File: src/rtl/product_accumulator.sv
// Accumulates a run of len unsigned products from the upstream multiplier
// and presents the modulo-2^AW sum plus a sticky carry-out flag.
//
// state | meaning
// ------+------------------------------------------------------------
// IDLE  | waiting for start; outputs hold the previous result
// ACCUM | accepting products until the remaining count reaches zero
// DONE  | result presented, waiting for out_ready
module product_accumulator #(
    parameter int PW = 8,
    parameter int AW = 12
) (
    input  logic          clk,
    input  logic          rst_n,
    input  logic          start,
    input  logic [3:0]    len,
    input  logic          in_valid,
    output logic          in_ready,
    input  logic [PW-1:0] in_prod,
    output logic          out_valid,
    input  logic          out_ready,
    output logic [AW-1:0] out_sum,
    output logic          out_ovf,
    output logic          busy
);

    typedef enum logic [1:0] {
        IDLE  = 2'd0,
        ACCUM = 2'd1,
        DONE  = 2'd2
    } state_t;

    state_t        state, state_nxt;
    logic [4:0]    cnt, cnt_nxt;
    logic [AW-1:0] acc, acc_nxt;
    logic          ovf, ovf_nxt;
    logic          accept;
    logic [AW:0]   sum_ext;

    // in_ready is a flop that is high exactly while state is ACCUM
    assign accept  = in_valid && in_ready;
    assign sum_ext = {1'b0, acc} + {{(AW + 1 - PW){1'b0}}, in_prod};

    always_ff @(posedge clk or negedge rst_n) begin
        if (!rst_n) begin
            state     <= IDLE;
            cnt       <= '0;
            acc       <= '0;
            ovf       <= 1'b0;
            in_ready  <= 1'b0;
            out_valid <= 1'b0;
            busy      <= 1'b0;
        end else begin
            state     <= state_nxt;
            cnt       <= cnt_nxt;
            acc       <= acc_nxt;
            ovf       <= ovf_nxt;
            in_ready  <= (state_nxt == ACCUM);
            out_valid <= (state_nxt == DONE);
            busy      <= (state_nxt != IDLE);
        end
    end

    always_comb begin
        state_nxt = state;
        cnt_nxt   = cnt;
        acc_nxt   = acc;
        ovf_nxt   = ovf;
        case (state)
            IDLE: begin
                if (start) begin
                    cnt_nxt   = (len == 4'd0) ? 5'd16 : {1'b0, len};
                    acc_nxt   = '0;
                    ovf_nxt   = 1'b0;
                    state_nxt = ACCUM;
                end
            end
            ACCUM: begin
                if (accept) begin
                    acc_nxt = sum_ext[AW-1:0];
                    ovf_nxt = ovf | sum_ext[AW];
                    cnt_nxt = cnt - 5'd1;
                    if (cnt == 5'd1) begin
                        state_nxt = DONE;
                    end
                end
            end
            DONE: begin
                if (out_ready) begin
                    state_nxt = IDLE;
                end
            end
            default: begin
                state_nxt = IDLE;
            end
        endcase
    end

    // The accumulator itself is the result; it is only cleared by start or reset
    assign out_sum = acc;
    assign out_ovf = ovf;

endmodule

File: config.mk
export PLATFORM = sky130hd
export DESIGN_NAME = product_accumulator
export DESIGN_NICKNAME = d
export VERILOG_FILES = /design/src/rtl/product_accumulator.sv
export SDC_FILE = /design/constraint.sdc
export NUM_CORES = 1
export LEC_CHECK = 0
export ABC_CLOCK_PERIOD_IN_PS = 5000
export BUFFER_PORTS_ARGS = -buffer_cell sky130_fd_sc_hd__buf_2
export CAP_MARGIN = 20
export CORE_MARGIN = 4
export CORE_UTILIZATION = 35
export DETAILED_ROUTE_END_ITERATION = 10
export SYNTH_ARGS = -nofsm -noshare
export SYNTH_HDL_FRONTEND = slang
export SYNTH_SLANG_ARGS = --single-unit
File: constraint.sdc
create_clock -name clk -period 5 [get_ports clk]
set_input_delay 0 -clock clk [delete_from_list [all_inputs] [get_ports clk]]
set_output_delay 0 -clock clk [all_outputs]
set_load 0.02 [all_outputs]
# After elaboration in Yosys (flattened, before gate mapping)
# Cells that the tools add are included.
[totals] ff_bits=23 out_inout_bits=16 wordCells=38
[classes] n_addsub=2 eq_ne=7 mux=15 n_bitwise=1 n_reduce_logical=6
[ops] op="2-to-1 mux 12 bit" n=2
[ops] op="one-hot mux 12 bit (2 select lines)" n=1
[ops] op="2-to-1 mux 5 bit" n=3
[ops] op="adder 12 x 8 -> 13 bit" n=1
[ops] op="one-hot mux 5 bit (2 select lines)" n=1
[ops] op="2-to-1 mux 2 bit" n=4
[ops] op="one-hot mux 2 bit (3 select lines)" n=1
[ops] op="== test 5 x 1 -> 1 bit (second input constant)" n=1
[ops] op="subtractor 5 x 1 -> 5 bit (second input constant)" n=1
[ops] op="== test 2 x 1 -> 1 bit (second input constant)" n=2
[ops] op="== test 2 bit (second input constant)" n=2
[ops] op="zero test 4 bit" n=1
[ops] op="!= test 2 bit (second input constant)" n=2
[ops] op="nonzero test 2 bit" n=2
[ops] op="AND reduction 3 bit" n=1
[ops] op="zero test 2 bit" n=1
[ops] op="2-to-1 mux 1 bit" n=2
[ops] op="one-hot mux 1 bit (2 select lines)" n=1
[ops] op="logical AND 1 bit" n=1
[ops] op="bitwise OR 1 bit" n=1

# Depth between registers and ports, before layout
[logic_depth] word_depth=5 depth_mapped=7 ltp_nobuf=7

# Worst setup path after synthesis
# OpenSTA, ideal clock, no wires.
[synth_path] kind="register to register" start="reg acc[0], in the netlist out_sum[0]" end="reg acc[10], in the netlist out_sum[10]" setup_time_ps=96 arrival_time_ps=1922 required_time_ps=4904 path_slack_ps=2983 stages_incl_launch_ff=8 n_path_buf=0 period_less_slack_ps=2017 cell_sequence="dfrtp_1 -> ha_1 -> fa_1 -> a211oi_1 -> o21bai_1 -> o211ai_1 -> o211ai_1 -> o31ai_1"
[synth_between] elab_chain_len=3
[synth_lines] element="from (decl)" line_no="35" source="logic [AW-1:0] acc, acc_nxt;"
[synth_lines] element="from (signal assigned)" line_no="56" source="acc <= acc_nxt;"
[synth_lines] element="adder 12 x 8 -> 13 bit" line_no="42" source="assign sum_ext = {1'b0, acc} + {{(AW + 1 - PW){1'b0}}, in_prod};"
[synth_lines] element="2-to-1 mux 12 bit" line_no="79" source="if (accept) begin"
[synth_lines] element="one-hot mux 12 bit (2 select lines)" line_no="69" source="case (state)"
# No other way between the ends. The select of a mux whose other input is x is not followed.
# A chain may end at the register's enable or synchronous reset.

# Worst setup path after layout
# Ends and elaborated chain as after synthesis.

==> run_results.csv <==
group,metric,value,unit
finish,utilization,44.1,%
synthesis,yosysTopAreaCell,"dfrtp_1",
worst_setup_path,worstReg2RegEnd,"out_sum[10]",
timing,finalSetupViolations,0,
finish,diodes,0,
synthesis,synth_fp_nets,174,
timing,rsz0062_at_grt,"no",
global_routing,grt_pass1_wl,5.18,mm
floorplan,die_area,0.00503,mm^2
cts,cts_made_buffers,3,
synthesis,syn_area,0.00139,mm^2
synthesis,ys_warn_count,0,
cts,cts_num_sinks,23,
worst_setup_path,required,5.17,ns
worst_setup_path,rr_worst_depth,7,
synthesis,synth_top_area_share,41.5,%
synthesis,synth-seq-cells,23,
power_and_ir_drop,vdd_drop_max,248,uV
finish,area_growth,19.0,%
worst_setup_path,worst-setup-path-type,"flip-flop to flip-flop",
timing,drv_slew,0,
worst_setup_path,crit_start,"out_sum[0]",
floorplan,die_x,70.9,um
cts,htree_levels,1,
drt,vias_per_cell,5.39,
place,routabilityCongestion,0.791,
drt,wl_per_cell,13.1,um
cts,max-clock-path-buffers,2,
timing,fin_crit_sh,43.7,%
floorplan,num_rows,22,
status,run_status,"finished, final reports clean",
global_routing,track_usage,12.4,%
worst_setup_path,cp-endpoint,"out_sum[10]",
global_routing,grt-ovfl-total,0,
power_and_ir_drop,cell_internal_pwr,511,uW
timing,finalWorstPathRequiredPeriod,2.18,ns
timing,max_freq,0.458,GHz
place,io_buffer_count,32,
worst_hold_path,min_from,"out_ready",
synthesis,yosysUniqueCellTypes,39,
synthesis,synthFlopType,"dfrtp_1",
power_and_ir_drop,power_frac_comb,54.1,%
timing,relSlewSlack,65.1,%
synthesis,postSynthAreaPerCell,9.50,um^2
synthesis,netlist_top_cells_area,"dfrtp_1 42%, ha_1 9.0%, o21ai_0 6.1%",
cts,root_buffer,"clkbuf_8",
floorplan,start_util,37.0,%
floorplan,die_h,70.9,um
timing,finClkSkew,0.00460,ns
synthesis,seq_area_frac_synth,41.5,%
cts,cts_tree,"built",
power_and_ir_drop,swShare,44.7,%
global_routing,grt_max_degree,24,
timing,fin_tns_setup,0,ns
place,dp_hpwl,2.31,mm
drt,drt-total-wl,2.99,mm
finish,layout.nets,209,
timing,setup_slack,2.82,ns
timing,hold_ws,0.0282,ns
timing,finalHoldViolations,0,
floorplan,boundaryPins,33,
global_routing,antenna_found_initial,0,
power_and_ir_drop,leakagePower,0.000791,uW
cts,clkLatencyLatePin,0.26,ns
place,post-place-ws,2.89,ns
power_and_ir_drop,p_per_area,561,mW/mm^2
synthesis,yosys-top-cells-count,"23 x dfrtp_1, 17 x o21ai_0, 12 x a21oi_1, 12 x nand2_1",
synthesis,postSynthCellCount,146,
synthesis,yosysMostFrequentCell,"dfrtp_1",
run,cap_violations,0,
synthesis,synth_edf_count,0,
worst_setup_path,r2r_slack,2.82,ns
drt,drt_iter0_drc,54,
synthesis,async_flop_share,100,%
power_and_ir_drop,seqPwrFrac,33.4,%
worst_hold_path,hp-class,"primary input to flip-flop",
power_and_ir_drop,power,925,uW
worst_setup_path,end_kind,"flip-flop",
worst_setup_path,rr_startpoint,"out_sum[0]",
floorplan,design.core.area,0.00374,mm^2
worst_setup_path,crit_arrival,2.35,ns
global_routing,first_global_vias,1160,
timing,tightest_slew,0.523,ns
cts,post_cts_buffers,0,
drt,num_vias,1228,
power_and_ir_drop,clockPowerShare,12.5,%
power_and_ir_drop,power.switching,414,uW
worst_setup_path,start_kind,"flip-flop",
drt,postRouteAntennaNets,0,
drt,first_pass_iters,4,
worst_setup_path,cp_max_fo,4,
cts,clk_pin_slew,0.08,ns
finish,drive_above_1_share,21.7,%
drt,drcViolationCount,0,
repair_timing:
action,in CTS,in global routing
hold buffers,2,0
gates resized for setup,0,0
setup endpoints to repair,0,0
hold endpoints to repair,24,0
cells in the final DEF (no fill, tap or decap), types with 2 or more instances in the layout:
cell type / n
clkbuf_8: 3
ha_1: 10
a21o_1: 5
o211ai_1: 2
inv_1: 5
buf_2: 32
dfrtp_1: 23
nor2_1: 10
and2_1: 2
o31ai_1: 2
o21ai_0: 17
a211oi_1: 3
a22o_1: 3
dlygate4sd3_1: 2
xnor2_1: 4
a22oi_1: 2
a21oi_1: 12
o21bai_1: 2
nand2_1: 12
nand4_1: 2
nand3_1: 6
nor3_1: 3
how the worst min path moves through the flow:
| stage | end | slack [ns] | cells past startpoint |
|---|---|---|---|
| after detailed placement | out_sum[3] | 0.01 | 1 |
| after CTS | busy | 0.03 | 3 |
| final | busy | 0.03 | 3 |
| after global placement | out_sum[3] | 0.01 | 1 |
| after global routing | busy | 0.04 | 3 |
| after floorplan | busy | -0.30 | 0 |
registers in the layout, summed over array words and instances (netlist names):
register / cells
out_sum: 12
cnt: 5
state: 2
busy: 1
in_ready: 1
out_ovf: 1
out_valid: 1
metrics by stage:
| stage | cell area (um^2) | cells |
|---|---|---|
| global placement | 1590 | 222 |
| detailed placement | 1590 | 222 |
| CTS | 1650 | 228 |
| global route | 1650 | 228 |
| finish | 1650 | 228 |
| floorplan | 1390 | 146 |
layer usage:
metal	GRT usage, %	routed length (um)
met5	0	0
met4	4.59	44
met3	1.99	142
met2	21.2	1410
met1	15.8	1400
cell type report:
class | count | area [um^2]
fill | 381 | 2090
timing repair buffer | 34 | 180
sequential | 23 | 576
clock buffer | 4 | 45.0
inverter | 5 | 18.8
tap | 48 | 60.1
multi-input combinational | 114 | 771
worst max-delay path: stages, from the launching register on:
cell and delay, ns:
dfrtp_1 0.39, ha_1 0.21, fa_1 0.44, a211oi_1 0.31, o21bai_1 0.18, o211ai_1 0.34
o211ai_1 0.12, o31ai_1 0.08
cells by family after synthesis:
| kind of cell | Yosys count | synth area share [%] |
|---|---|---|
| AO/OA/AOI/OAI | 52 | 23.6 |
| XOR/XNOR | 4 | 2.53 |
| adder cells (fa/ha/maj) | 11 | 10.5 |
| buffers and inverters | 9 | 2.89 |
| flip-flops | 23 | 41.5 |
| multiplexers | 1 | 0.722 |
| AND/OR/NAND/NOR | 46 | 18.2 |
power groups by stage:
| stage | logic (uW) | registers, uW | clock network, uW |
|---|---|---|---|
| after floorplan | 340 | 354 | 0 |
| after global placement | 498 | 310 | 0 |
| after detailed placement | 503 | 314 | 0 |
| after CTS | 507 | 310 | 119 |
| after global routing | 568 | 321 | 127 |
| final | 501 | 309 | 115 |
Note: power is estimated with default switching activity, not from simulation.
